--- src/rtl/uart_pkg.sv ---
// uart_pkg: definitions shared by the UART transmit stages.
//   - ST_* : encoding of the transmit-buffer FSM states
//   - tx_state_e : enum built on that encoding
//   - clog2 : elaboration-time ceiling log2, used to size pointers/counters
package uart_pkg;

  localparam logic [1:0] ST_IDLE       = 2'd0;
  localparam logic [1:0] ST_SEND       = 2'd1;
  localparam logic [1:0] ST_WAIT_START = 2'd2;
  localparam logic [1:0] ST_WAIT_DONE  = 2'd3;

  typedef enum logic [1:0] {
    IDLE       = ST_IDLE,
    SEND       = ST_SEND,
    WAIT_START = ST_WAIT_START,
    WAIT_DONE  = ST_WAIT_DONE
  } tx_state_e;

  // Smallest n with 2**n >= value (0 for value <= 1).
  function automatic int clog2(input int value);
    int result;
    result = 0;
    for (int i = 0; i < 31; i++) begin
      if ((1 << i) < value) result = i + 1;
    end
    return result;
  endfunction

endpackage

--- src/rtl/uart_fifo.sv ---
// uart_fifo: synchronous FIFO with write, pop and flush.
// Ports:
//   clk_i, rst_ni     clock, synchronous active-low reset
//   wr_en_i/wr_data_i write request (ignored while full or flushing)
//   pop_i             remove the head word (ignored while empty or flushing)
//   flush_i           clear pointers and count; wins over write and pop
//   rd_data_o         head word (valid while !empty_o)
//   count_o           words stored, 0..DEPTH
//   empty_o, full_o   registered-consistent status flags
module uart_fifo
  import uart_pkg::*;
#(
  parameter int BIT_WIDTH = 8,
  parameter int DEPTH     = 16,
  localparam int ADDR_W   = clog2(DEPTH)
) (
  input  logic                 clk_i,
  input  logic                 rst_ni,
  input  logic                 wr_en_i,
  input  logic [BIT_WIDTH-1:0] wr_data_i,
  input  logic                 pop_i,
  input  logic                 flush_i,
  output logic [BIT_WIDTH-1:0] rd_data_o,
  output logic [ADDR_W:0]      count_o,
  output logic                 empty_o,
  output logic                 full_o
);

  localparam logic [ADDR_W:0] FULL_CNT = (ADDR_W + 1)'(DEPTH);

  logic [BIT_WIDTH-1:0] mem_q [DEPTH];
  logic [ADDR_W-1:0]    wr_ptr_q, rd_ptr_q;
  logic [ADDR_W:0]      count_q;
  logic                 do_wr, do_pop;

  assign empty_o   = (count_q == '0);
  assign full_o    = (count_q == FULL_CNT);
  assign count_o   = count_q;
  assign rd_data_o = mem_q[rd_ptr_q];

  assign do_wr  = wr_en_i && !full_o && !flush_i;
  assign do_pop = pop_i && !empty_o && !flush_i;

  // Pointers are ADDR_W bits wide, so they wrap modulo DEPTH on their own.
  always_ff @(posedge clk_i) begin
    if (!rst_ni) begin
      wr_ptr_q <= '0;
      rd_ptr_q <= '0;
      count_q  <= '0;
    end else if (flush_i) begin
      wr_ptr_q <= '0;
      rd_ptr_q <= '0;
      count_q  <= '0;
    end else begin
      if (do_wr)  wr_ptr_q <= wr_ptr_q + 1'b1;
      if (do_pop) rd_ptr_q <= rd_ptr_q + 1'b1;
      case ({do_wr, do_pop})
        2'b10:   count_q <= count_q + 1'b1;
        2'b01:   count_q <= count_q - 1'b1;
        default: count_q <= count_q;
      endcase
    end
  end

  // Storage needs no reset: a slot is only read after it has been written.
  always_ff @(posedge clk_i) begin
    if (do_wr) mem_q[wr_ptr_q] <= wr_data_i;
  end

endmodule

--- src/rtl/uart_tx_buffer.sv ---
// uart_tx_buffer: transmit front end between a byte producer and the UART
// driver. Buffers words in a FIFO and hands them to the driver one at a
// time with a single-cycle uart_send pulse, pacing on uart_busy.
//
// Handshake: a word is transferred on every rising edge where
// wr_valid && wr_ready; wr_ready is !full and does not depend on wr_valid.
// The producer must hold wr_data stable while wr_valid is high and
// wr_ready is low.
//
// Ports:
//   clk, rst            clock, synchronous active-low reset
//   wr_data/wr_valid    producer word and its valid
//   wr_ready            buffer can accept (== !full)
//   flush               drop every queued word (an in-flight word completes)
//   uart_send           one-cycle send pulse to the driver
//   uart_tx_data        word presented to the driver, stable for a transfer
//   uart_busy           driver busy
//   count, empty, full  FIFO occupancy
//   idle                FIFO empty and FSM in IDLE
//   dbg_state           current FSM state (ST_* encoding)
module uart_tx_buffer
  import uart_pkg::*;
#(
  parameter int BIT_WIDTH     = 8,
  parameter int DEPTH         = 16,
  parameter int ADDR_W        = clog2(DEPTH),
  parameter int START_TIMEOUT = 15
) (
  input  logic                 clk,
  input  logic                 rst,
  input  logic [BIT_WIDTH-1:0] wr_data,
  input  logic                 wr_valid,
  output logic                 wr_ready,
  input  logic                 flush,
  output logic                 uart_send,
  output logic [BIT_WIDTH-1:0] uart_tx_data,
  input  logic                 uart_busy,
  output logic [ADDR_W:0]      count,
  output logic                 empty,
  output logic                 full,
  output logic                 idle,
  output logic [1:0]           dbg_state
);

  localparam int              TO_W    = clog2(START_TIMEOUT + 1);
  localparam logic [TO_W-1:0] TO_LAST = TO_W'(START_TIMEOUT - 1);

  tx_state_e            state_q, state_d;
  logic [TO_W-1:0]      timeout_q, timeout_d;
  logic [BIT_WIDTH-1:0] tx_data_q, tx_data_d;
  logic [BIT_WIDTH-1:0] head_data;
  logic                 fifo_empty, fifo_full;
  logic                 pop;

  uart_fifo #(
    .BIT_WIDTH (BIT_WIDTH),
    .DEPTH     (DEPTH)
  ) u_fifo (
    .clk_i     (clk),
    .rst_ni    (rst),
    .wr_en_i   (wr_valid),
    .wr_data_i (wr_data),
    .pop_i     (pop),
    .flush_i   (flush),
    .rd_data_o (head_data),
    .count_o   (count),
    .empty_o   (fifo_empty),
    .full_o    (fifo_full)
  );

  always_ff @(posedge clk) begin
    if (!rst) begin
      state_q   <= IDLE;
      timeout_q <= '0;
      tx_data_q <= '0;
    end else begin
      state_q   <= state_d;
      timeout_q <= timeout_d;
      tx_data_q <= tx_data_d;
    end
  end

  always_comb begin
    state_d   = state_q;
    timeout_d = timeout_q;
    pop       = 1'b0;
    case (state_q)
      IDLE: begin
        // flush wins over a pop on the same edge, so the FSM stays put.
        if (!fifo_empty && !uart_busy && !flush) begin
          pop     = 1'b1;
          state_d = SEND;
        end
      end
      SEND: begin
        timeout_d = '0;
        state_d   = WAIT_START;
      end
      WAIT_START: begin
        if (uart_busy) begin
          state_d = WAIT_DONE;
        end else if (timeout_q == TO_LAST) begin
          // Driver never acknowledged: pulse again with the same word.
          timeout_d = '0;
          state_d   = SEND;
        end else begin
          timeout_d = timeout_q + 1'b1;
        end
      end
      WAIT_DONE: begin
        if (!uart_busy) state_d = IDLE;
      end
      default: state_d = IDLE;
    endcase
  end

  // The head word is captured only at the pop, so it stays stable across
  // retries and until the FSM returns to IDLE.
  assign tx_data_d = pop ? head_data : tx_data_q;

  assign uart_send    = (state_q == SEND);
  assign uart_tx_data = tx_data_q;
  assign wr_ready     = !fifo_full;
  assign empty        = fifo_empty;
  assign full         = fifo_full;
  assign idle         = fifo_empty && (state_q == IDLE);
  assign dbg_state    = state_q;

endmodule
--- config.mk ---
export PLATFORM = sky130hd
export DESIGN_NAME = uart_tx_buffer
export DESIGN_NICKNAME = d
export VERILOG_FILES = /design/src/rtl/uart_pkg.sv /design/src/rtl/uart_fifo.sv /design/src/rtl/uart_tx_buffer.sv
export SDC_FILE = /design/constraint.sdc
export NUM_CORES = 1
export LEC_CHECK = 0
export BUFFER_PORTS_ARGS = -buffer_cell sky130_fd_sc_hd__buf_2
export CAP_MARGIN = 10
export CORE_ASPECT_RATIO = 0.9
export CORE_MARGIN = 2
export CORE_UTILIZATION = 60
export DETAILED_ROUTE_END_ITERATION = 7
export PLACE_DENSITY = 0.78
export SETUP_SLACK_MARGIN = 0.1
export SLEW_MARGIN = 25
export SYNTH_ARGS = -nofsm -noshare
export SYNTH_HDL_FRONTEND = slang
export SYNTH_SLANG_ARGS = --single-unit
--- constraint.sdc ---
create_clock -name clk -period 4.25 [get_ports clk]
set_input_delay 1.275 -clock clk [delete_from_list [all_inputs] [get_ports clk]]
set_output_delay 1.275 -clock clk [all_outputs]
set_load 0.03 [all_outputs]
==> results.json, run 1 <==
{
  "floorplan.core_area_sq_mm": 0.01020,
  "synthesis.area_per_instance_sq_um": 15.58,
  "final_setup_skew_ps": 7.859,
  "worst_skew_late_latency_ps": 420,
  "final_cells": 583,
  "die_extent_in_x_microns": 111.8,
  "postSynthRegisterBits": 155,
  "tritoncts_num_sinks": 155,
  "global_routing_usage_summed_across_all_routing_layers_pct": 23.89,
  "worst-endpoint-arrival_ps": 3720,
  "grt_pass1_vias": 3422,
  "final_period_minus_worst_setup_slack_ps": 3382,
  "insertedDiodeCount": 0,
  "timing_hold_violations_final": 0,
  "cts_root_buf": "clkbuf_16",
  "cts-htree-levels": 4,
  "worstPathMaxFanout": 5,
  "ant_nets": 0,
  "startpoint_type": "input pin",
  "report.final.slew_viol_count": 0,
  "post_synth_instance_area_sq_mm": 0.006277,
  "synthToLayoutAreaGrowth_pct": 13.97,
  "detail_route.vias_per_cell": 5.950,
  "async_flop_share_pct": 0,
  "fp-row-count": 35,
  "yosysWarnings": 0,
  "cts-buffers-inserted": 17,
  "setup_buffers_after_cts": 0,
  "gp_congestion": 0.8443,
  "dieHeight_microns": 101.0,
  "detailedPlace.worstSlack_ps": 457.9,
  "power_leakage_nw": 2.323,
  "grt_max_degree": 29,
  "detailed_place.area_sq_mm": 0.006554,
  "setup_tns_final_ps": 0,
  "setup_violations": 0,
  "peak_ir_drop_on_the_vdd_network_mv": 0.5056,
  "grt_overflow_total": 0,
  "nets": 466,
  "timing.rr.start": "u_fifo.count_o[0]$_SDFFE_PP0P_",
  "max_freq_ghz": 0.2957,
  "synth_enable_flop_cells": 128,
  "setup_slack_ps": 867.9,
  "die_area_sq_mm": 0.01130,
  "synthFlopType": "edfxtp_1",
  "dr.first_iter.drc_count": 284,
  "hold_buffer_count_at_cts": 0,
  "worstPathRequired_ps": 4590,
  "antenna_violations_before_repair": 0,
  "io_pins": 33,
  "cts_tree": "done",
  "deepest_clock_path_buffer_count": 2,
  "worst-setup-path-type": "in2reg",
  "drcViolationCount": 0,
  "utilization_pct": 70.12,
  "seq_area_sq_mm": 0.004385,
  "power_density_mw_per_mm2": 455.6,
  "worst_slew_pin_slew_ps": 947.3,
  "grt_first_pass_wirelength_microns": 19500,
  "timing.critical_path.from": "uart_busy",
  "initial_cell_density_of_the_core_pct": 61.52,
  "routed_wl_microns": 12250,
  "final_layout_size_suffix_gt1_share_pct": 20.26,
  "cap_viol_max_count": 0,
  "final.fill_count": 656,
  "wl_per_cell_microns": 21.01,
  "final_min_period_over_clock_period_pct": 79.58,
  "multi_input_comb_area_sq_mm": 0.001745,
  "dp.final_hpwl_microns": 7873,
  "synth_sequential_area_ratio_pct": 69.84,
  "post_synth_num_cell_types": 42,
  "placedCellCount": 551,
  "buffer_ports.inserted": 32,
  "post_cts_clock_slew_at_the_launch_and_capture_registers_of_the_worst_setup_and_hold_paths_ps": 60,
  "syn_inst": 403,
  "worstHoldStart": "timeout_q[3]$_SDFFE_PN0P_",
  "post_cts.resized_instances": 0,
  "post-route-cell-area_sq_mm": 0.007154,
  "via_count": 3469,
  "cp-end-kind": "register",
  "worstHoldPathType": "reg2reg",
  "timing.max_slew.rel_slack_pct": 36.61,
  "run_status": "completed",
  "detail_route.first_pass.iterations": 5,
  "grt_setup_unrepaired": "false",
  "postSynthNetCount": 428
}
## metal layers
layer  track usage [%]  part of all wire, %
met4             6.933                 0.69
met2             36.83                   49
met1             34.24                   44
met3             6.314                  5.9
met5                 0                    0
## through the flow
| stage | hold slack [ps] | total power [mW] |
|---|---|---|
| 5_1_grt | 546.0 | 3.352 |
| 3_3_place_gp | 477.6 | 1.772 |
| 2_1_floorplan | 464.4 | 1.733 |
| 6_report | 509.2 | 3.259 |
| 4_1_cts | 508.2 | 3.282 |
| 3_5_place_dp | 501.2 | 1.774 |
## path summary, 6_finish.rpt
kind,end,slack [ps],cells after the start
setup / recovery,u_fifo.count_o[4]$_SDFFE_PP0P_,870,11
hold / removal,timeout_q[3]$_SDFFE_PN0P_,510,2
setup reg to reg,u_fifo.count_o[4]$_SDFFE_PP0P_,1400,11
hold reg to reg,timeout_q[3]$_SDFFE_PN0P_,510,2
## flip-flops by register name, indices dropped and copies added (netlist names)
| name | count |
|---|---|
| timeout_q | 4 |
| dbg_state | 2 |
| u_fifo.mem_q | 128 |
| u_fifo.wr_ptr_q | 4 |
| u_fifo.count_o | 5 |
| u_fifo.rd_ptr_q | 4 |
| uart_tx_data | 8 |
## final cells by class
class / count / share of cell area [%]
Clock inverter: 12 / 2.291
Multi-Input combinational cell: 216 / 24.40
Tap cell: 129 / 2.256
Inverter: 11 / 0.5771
Sequential cell: 155 / 61.30
Timing Repair Buffer: 40 / 3.078
Clock buffer: 20 / 6.104
## power breakdown
| group | total, mW | leakage, nW | switching [mW] | internal (mW) |
|---|---|---|---|---|
| Sequential | 1.66 | 1.37 | 0.00593 | 1.65 |
| Combinational | 0.0862 | 0.673 | 0.0612 | 0.0249 |
| Clock | 1.52 | 0.278 | 0.586 | 0.930 |
## cell usage in the layout (no fill, tap or decap), types with 4 or more instances in the layout
cell / Yosys / routed
edfxtp_1: 128 / 128
mux2i_1: 33 / 33
buf_2: 6 / 32
nor2_1: 26 / 26
dfxtp_1: 27 / 26
nand2_1: 21 / 21
clkbuf_16: 0 / 17
mux4_2: 16 / 16
o22ai_1: 16 / 16
o21ai_0: 15 / 15
inv_1: 11 / 11
ha_1: 11 / 11
a211oi_1: 9 / 9
a31oi_1: 8 / 8
buf_4: 1 / 8
nor2b_1: 7 / 7
a21oi_1: 7 / 7
nand3_1: 6 / 6
xor2_1: 6 / 6
nor3_1: 5 / 5
a21boi_0: 4 / 4
clkinvlp_4: 0 / 4
## synth_stat cells, types with 2 or more instances
cell,n,area share (%)
buf_6,2,0.36
nor3_1,5,0.40
or3_1,3,0.30
xnor2_1,2,0.28
nand3_1,6,0.48
mux2i_1,33,5.3
ha_1,11,2.2
dfxtp_1,27,8.6
and2_1,3,0.30
clkbuf_1,8,0.48
nor2_1,26,1.6
a31oi_1,8,0.80
nor2b_1,7,0.70
a21boi_0,4,0.48
a21oi_1,7,0.56
buf_2,6,0.48
o22ai_1,16,1.6
edfxtp_1,128,61
mux4_2,16,5.7
buf_1,3,0.18
xor2_1,6,0.84
o21ai_0,15,1.2
nand2b_1,3,0.30
a211oi_1,9,1.1
nand2_1,21,1.3
inv_1,11,0.66
nand4_1,2,0.20
## kinds of logic after synthesis
logic type	synth area share [%]
buffers and inverters	2.352
DFF	69.84
xor gates and xnor gates	1.116
muxes	11.00
and+or+nand+nor	6.837
adders and majority gates	2.511
AOI/OAI and AO/OA	6.338
## worst max-delay path, stage by stage
cell and delay [ps]:
buf_2 130, or3_4 380, a211oi_4 240, ha_1 290
inv_1 100, fa_1 390, nor2b_1 170, o21ai_0 130
a211oi_1 340, o21ai_0 140, a21oi_1 150
No activity file was read; power rests on OpenSTA's default activity.
==> inputs of run 2 (changes only) <==
- ABC_AREA: not set -> 1
- CORE_UTILIZATION: 60 -> 61
- PLACE_DENSITY: 0.78 -> 0.79
- clock period: 4.25 -> 3.4 ns (I/O delays scaled with it)
==> run 2 against run 1 <==
  * First-iteration DRC count rose by 65%
  * Count of clock-buffer cells in the layout rose by 5
  * Via count rose by 41%
  * Area after synthesis rose by 9.9%
  * Routed wire length rose by 22%
  * Sequential power rose by 27%
  * Critical path depth fell by 3
  * Die area rose by 7.8%
  * Total power rose by 34%
  * Synthesized cell count rose by 79%
  * Sequential share of layout area fell by 4.5 points
  * Hold slack got worse by 8.6 ps
  * Critical path type is now reg2reg
  * Largest cell class unchanged
  * Highest routed layer unchanged
==> results.json, run 2 <==
{
  "timing.max_slew.rel_slack_pct": 35.31,
  "detail_route.vias_per_cell": 5.373,
  "postSynthRegisterBits": 155,
  "global_routing_usage_summed_across_all_routing_layers_pct": 26.20,
  "setup_tns_final_ps": 0,
  "top_register_by_number_of_flip_flops": "u_fifo.mem_q",
  "final_period_minus_worst_setup_slack_ps": 2529,
  "initial_cell_density_of_the_core_pct": 63.03,
  "post_synth_num_cell_types": 26,
  "hold_buffer_count_at_cts": 0,
  "share_of_the_synthesized_area_in_the_top_cell_type_pct": 55.71,
  "dieHeight_microns": 104.9,
  "synth_top_family_by_area": "simple AND/OR/NAND/NOR gates",
  "dr.first_iter.drc_count": 469,
  "post_cts_clock_slew_at_the_launch_and_capture_registers_of_the_worst_setup_and_hold_paths_ps": 60,
  "synthesis.area_per_instance_sq_um": 9.569,
  "detail_route.first_pass.iterations": 6,
  "routed_wl_microns": 14990,
  "insertedDiodeCount": 0,
  "synth_top_cells_by_area": "edfxtp_1, nand2_1, dfxtp_1, nand3_1, inv_1",
  "cts-htree-levels": 4,
  "buffer_ports.inserted": 32,
  "via_count": 4900,
  "utilization_pct": 70.52,
  "synthFlopType": "edfxtp_1",
  "worstPathMaxFanout": 35,
  "post_cts.resized_instances": 0,
  "worst-endpoint-arrival_ps": 2850,
  "max_freq_ghz": 0.3955,
  "worst_skew_late_latency_ps": 420,
  "drcViolationCount": 0,
  "final_setup_skew_ps": 9.806,
  "cts-buffers-inserted": 17,
  "worst-setup-path-type": "reg2reg",
  "synth_commonest_cells": "nand2_1, edfxtp_1, inv_1",
  "worstRegToRegCells": 8,
  "grt_first_pass_wirelength_microns": 23480,
  "grt_overflow_total": 0,
  "tritoncts_num_sinks": 155,
  "floorplan.core_area_sq_mm": 0.01095,
  "synth_enable_flop_cells": 128,
  "yosys.area_share.simple_pct": 22.11,
  "final_layout_size_suffix_gt1_share_pct": 9.342,
  "syn_inst": 721,
  "setup_violations": 0,
  "nets": 772,
  "max_ffs_per_register": 128,
  "grt_max_degree": 68,
  "synthToLayoutAreaGrowth_pct": 11.88,
  "multi_input_comb_area_sq_mm": 0.001931,
  "gp_congestion": 0.9177,
  "synthXorXnorAreaFrac_pct": 0.7617,
  "wl_per_cell_microns": 16.44,
  "synth_sequential_area_ratio_pct": 63.55,
  "antenna_violations_before_repair": 0,
  "power_density_mw_per_mm2": 564.9,
  "run_status": "completed",
  "synth.mux.area_fraction_pct": 0,
  "setup_buffers_after_cts": 0,
  "timing.rr.end": "uart_tx_data[4]$_SDFFE_PN0N_",
  "worstPathRequired_ps": 3720,
  "timing_hold_violations_final": 0,
  "layout.cells.most_common_list": "nand2_1, edfxtp_1, inv_1",
  "die_area_sq_mm": 0.01218,
  "area_fraction_in_compound_gates_after_synthesis_pct": 2.829,
  "grt_setup_unrepaired": "false",
  "netlist.top_cell.by_area": "edfxtp_1",
  "synthMostInstantiatedCell": "nand2_1",
  "startpoint_type": "register",
  "async_flop_share_pct": 0,
  "deepest_clock_path_buffer_count": 2,
  "timing.critical_path.from": "u_fifo.rd_ptr_q[1]$_SDFFE_PP0P_",
  "cp-end-kind": "register",
  "worst_slew_pin_slew_ps": 964.4,
  "power_leakage_nw": 3.334,
  "final_min_period_over_clock_period_pct": 74.37,
  "ant_nets": 0,
  "cap_viol_max_count": 0,
  "most_frequent_standard_cell_in_the_layout_excluding_fill_and_tap_cells": "nand2_1",
  "post_synth_instance_area_sq_mm": 0.006899,
  "die_extent_in_x_microns": 116.1,
  "worstHoldPathType": "reg2reg",
  "report.final.slew_viol_count": 0,
  "final.fill_count": 802,
  "synthAdderAreaFrac_pct": 2.285,
  "dp.final_hpwl_microns": 9623,
  "critical_path.endpoint": "uart_tx_data[4]$_SDFFE_PN0N_",
  "cts_root_buf": "clkbuf_16",
  "seq_area_sq_mm": 0.004385,
  "timing.reg2reg.setup_slack_ps": 870,
  "timing.rr.start": "u_fifo.rd_ptr_q[1]$_SDFFE_PP0P_",
  "grt_pass1_vias": 4696,
  "io_pins": 33,
  "postSynthNetCount": 746,
  "yosysWarnings": 0,
  "cts_tree": "done",
  "fp-row-count": 36,
  "peak_ir_drop_on_the_vdd_network_mv": 0.4798
}
==> run 2: cell types whose count changed after synthesis, moves of 4 or more <==
cell	previous run	this run
nor2b_1	7	0
nor3_1	5	1
o22ai_1	16	0
a31oi_1	8	0
a21oi_1	7	24
mux2i_1	33	0
inv_1	11	112
clkbuf_1	8	3
buf_2	6	14
nand3_1	6	100
mux4_2	16	0
buf_4	1	8
a211oi_1	9	0
nand2_1	21	233
==> run 2: worst min-delay path by stage <==
stage	start	endpoint	cells past startpoint
2_1_floorplan	timeout_q[0]$_SDFFE_PN0P_	timeout_q[0]$_SDFFE_PN0P_	1
3_3_place_gp	timeout_q[0]$_SDFFE_PN0P_	timeout_q[0]$_SDFFE_PN0P_	1
3_5_place_dp	timeout_q[0]$_SDFFE_PN0P_	timeout_q[0]$_SDFFE_PN0P_	1
4_1_cts	timeout_q[1]$_SDFFE_PN0P_	timeout_q[1]$_SDFFE_PN0P_	2
5_1_grt	timeout_q[3]$_SDFFE_PN0P_	timeout_q[3]$_SDFFE_PN0P_	2
6_report	timeout_q[1]$_SDFFE_PN0P_	timeout_q[1]$_SDFFE_PN0P_	2
==> run 2: cell type report <==
cell class | instances | share of cell area (%)
multi-input cells | 423 | 25.01
inverters | 115 | 5.609
well taps | 152 | 2.464
clock buffers | 25 | 7.116
clock inverters | 7 | 0.6160
flip-flops and latches | 155 | 56.82
repair buffers | 35 | 2.367
==> run 2: power by group <==
group | switching, mW | internal [mW] | total [mW]
logic | 0.289 | 0.104 | 0.392
clock network | 0.728 | 1.13 | 1.86
registers | 0.0268 | 2.09 | 2.11
total | 1.04 | 3.32 | 4.36
==> run 2: through the flow <==
stage / instances / hold slack, ps / power [mW] / worst slack, ps / instance area (sq um)
after floorplan: 721 / 459.0 / 2.417 / 648.3 / 6899
after global placement: 880 / 472.7 / 2.529 / 547.0 / 7121
after detailed placement: 880 / 493.2 / 2.541 / 441.0 / 7121
after CTS: 912 / 502.7 / 4.371 / 880.3 / 7717
after global routing: 912 / 526.8 / 4.487 / 625.3 / 7719
final: 912 / 500.6 / 4.361 / 871.4 / 7719
==> run 2: worst max-delay path, stage by stage, from the launching register on <==
cell	delay (ps)
dfxtp_1	310
buf_4	360
clkinv_1	870
nand2_1	320
nand3_1	140
nand3_1	170
nand3_1	120
nand2_1	90
inv_1	40
==> run 2: kinds of logic (layout without fill, tap and decap cells) <==
| family | Yosys count | in the layout |
|---|---|---|
| flops | 155 | 155 |
| simple gates | 367 | 367 |
| xor+xnor | 6 | 6 |
| buf+inv | 143 | 182 |
| fa+ha+maj | 12 | 12 |
| compound gates | 38 | 38 |
==> run 2: metal layers <==
metal / part of all wire (%) / vias up / global-route usage [%]
met3: 6.9 / 34 / 5.800
li1: - / 2379 / -
met2: 49 / 186 / 41.52
met1: 42 / 2301 / 35.21
met5: 0 / - / 0
met4: 2.3 / 0 / 10.63
==> inputs of run 3 (changes only) <==
- ABC_AREA: 1 -> 0
- CORE_UTILIZATION: 61 -> 54
- PLACE_DENSITY: 0.79 -> 0.75
- clock period: 3.4 -> 2 ns (I/O delays scaled with it)
==> run 3 against run 2 <==
  * The run now ends with setup timing left
  * Non-clock buffer count is 50 higher
  * Clock power is 72% higher
  * Design area is 3.7% higher
  * Clock skew is 2.9 ps lower
  * Combinational power is 37% lower
  * Register-to-register slack worse by 1300 ps
==> results.json, run 3 (same netlist as run 1, synthesis figures left out) <==
{
  "run_status": "finished with violations",
  "violations_in_the_final_reports": "setup timing",
  "hold_path_end": "timeout_q[3]$_SDFFE_PN0P_",
  "grt_max_degree": 31,
  "tritoncts_num_sinks": 155,
  "worst-setup-path-type": "reg2reg",
  "deepest_clock_path_buffer_count": 2,
  "p_total_mw": 6.963,
  "die_area_sq_mm": 0.01250,
  "wl_per_cell_microns": 21.19,
  "dr.first_iter.drc_count": 423,
  "cts_tree": "done",
  "power_leakage_nw": 2.692,
  "report.final.slew_viol_count": 0,
  "setup_violations": 7,
  "dieHeight_microns": 106.3,
  "final.fill_count": 709,
  "worstRegToRegCells": 11,
  "floorplan.core_area_sq_mm": 0.01139,
  "peak_ir_drop_on_the_vdd_network_mv": 0.6426,
  "nets": 511,
  "timing_hold_violations_final": 0,
  "timing.reg2reg.setup_slack_ps": -430,
  "timing.critical_path.from": "u_fifo.count_o[2]$_SDFFE_PP0P_",
  "final_layout_size_suffix_gt1_share_pct": 36.27,
  "worst_skew_late_latency_ps": 430,
  "post_cts_clock_slew_at_the_launch_and_capture_registers_of_the_worst_setup_and_hold_paths_ps": 70,
  "final_min_period_over_clock_period_pct": 121.6,
  "setup_slack_ps": -432.7,
  "worst-endpoint-arrival_ps": 2780,
  "grt_setup_unrepaired": "true",
  "grt_pass1_vias": 3716,
  "layout.cells.most_common_list": "edfxtp_1, mux2i_1, buf_4",
  "cts-buffers-inserted": 17,
  "worstPathMaxFanout": 3,
  "cts-htree-levels": 4,
  "hold_buffer_count_at_cts": 0,
  "worstHoldStart": "timeout_q[3]$_SDFFE_PN0P_",
  "startpoint_type": "register",
  "final_period_minus_worst_setup_slack_ps": 2433,
  "cap_viol_max_count": 0,
  "routed_wl_microns": 13880,
  "cts_root_buf": "clkbuf_16",
  "most_frequent_standard_cell_in_the_layout_excluding_fill_and_tap_cells": "edfxtp_1",
  "max_ffs_per_register": 128,
  "final_setup_skew_ps": 6.937,
  "global_routing_usage_summed_across_all_routing_layers_pct": 22.72,
  "die_extent_in_x_microns": 117.7,
  "detail_route.vias_per_cell": 5.695,
  "grt_overflow_total": 0,
  "synthToLayoutAreaGrowth_pct": 27.55,
  "insertedDiodeCount": 0,
  "timing.rr.start": "u_fifo.count_o[2]$_SDFFE_PP0P_",
  "dp.final_hpwl_microns": 8483,
  "worstPathRequired_ps": 2350,
  "antenna_violations_before_repair": 0,
  "gp_congestion": 0.7915,
  "grt_first_pass_wirelength_microns": 20610,
  "timing.max_slew.rel_slack_pct": 57.35,
  "worstHoldPathType": "reg2reg",
  "via_count": 3730,
  "hold-path-cell-count": 2,
  "worst_case_hold_slack_ps": 506.8,
  "fp-row-count": 37,
  "power_density_mw_per_mm2": 869.7,
  "cp-end-kind": "register",
  "initial_cell_density_of_the_core_pct": 55.12,
  "detail_route.first_pass.iterations": 5,
  "timing.rr.end": "u_fifo.count_o[4]$_SDFFE_PP0P_",
  "io_pins": 33,
  "top_register_by_number_of_flip_flops": "u_fifo.mem_q",
  "drcViolationCount": 0,
  "max_freq_ghz": 0.4111,
  "ant_nets": 0,
  "worst_slew_pin_slew_ps": 638.4,
  "buffer_ports.inserted": 32
}
==> run 3: how the worst max path moves through the flow <==
| stage | endpoint | slack [ps] | cells past startpoint |
|---|---|---|---|
| floorplan | u_fifo.count_o[4]$_SDFFE_PP0P_ | -690 | 11 |
| global placement | u_fifo.count_o[4]$_SDFFE_PP0P_ | -750 | 11 |
| detailed placement | u_fifo.count_o[4]$_SDFFE_PP0P_ | -790 | 11 |
| CTS | u_fifo.count_o[4]$_SDFFE_PP0P_ | -400 | 10 |
| global route | u_fifo.count_o[4]$_SDFFE_PP0P_ | -570 | 10 |
| finish | u_fifo.count_o[4]$_SDFFE_PP0P_ | -430 | 11 |
==> run 3: final cells by class <==
cell class	instances	area [sq um]	area share (%)
Multi-Input combinational cell	216	1962	24.50
Timing Repair Buffer	85	805.8	10.06
Sequential cell	155	4393	54.87
Inverter	11	41.29	0.5157
Clock buffer	22	539.3	6.735
Tap cell	156	195.2	2.438
Clock inverter	10	70.07	0.8751
==> run 3: where the power goes <==
part	leakage [nW]	internal (mW)	switching, mW
Clock	0.300	1.92	1.28
Combinational	1.02	0.0933	0.155
Sequential	1.37	3.51	0.00948
Total	2.69	5.52	1.44
==> run 3: what timing repair did <==
item / 4_1_cts / 5_1_grt
endpoints found under the setup margin: 9 / 49
pin swaps: 9 / 8
gates resized for setup: 18 / 24
buffers inserted: 9 / 1
==> run 3: through the flow <==
stage | instance area [sq um] | utilization, % | setup slack [ps] | TNS [ps] | cells
finish | 8006 | 70.30 | -432.7 | -1810 | 655
global route | 8006 | 70.30 | -572.5 | -2617 | 655
CTS | 7896 | 69.34 | -395.5 | -1721 | 654
detailed placement | 7156 | 62.83 | -790.6 | -3888 | 613
global placement | 7156 | 62.83 | -752.9 | -2925 | 613
floorplan | 6405 | - | -686.4 | -1869 | 403
==> run 3: critical path, stage by stage, from the launching register on <==
cell,delay [ps]
dfxtp_2,380
nor4_4,60
buf_4,130
a211oi_2,240
inv_1,100
ha_4,180
ha_1,330
nor2b_4,150
o21ai_2,190
a211oi_2,110
or3_1,370
a21oi_2,120
==> run 3: routing by layer <==
metal | routed length [microns] | vias up | GRT usage, %
met5 | 0 | - | 0
met3 | 830 | 28 | 5.955
met4 | 315 | 0 | 7.917
met2 | 7059 | 122 | 37.46
li1 | - | 1710 | -
met1 | 5671 | 1870 | 29.55
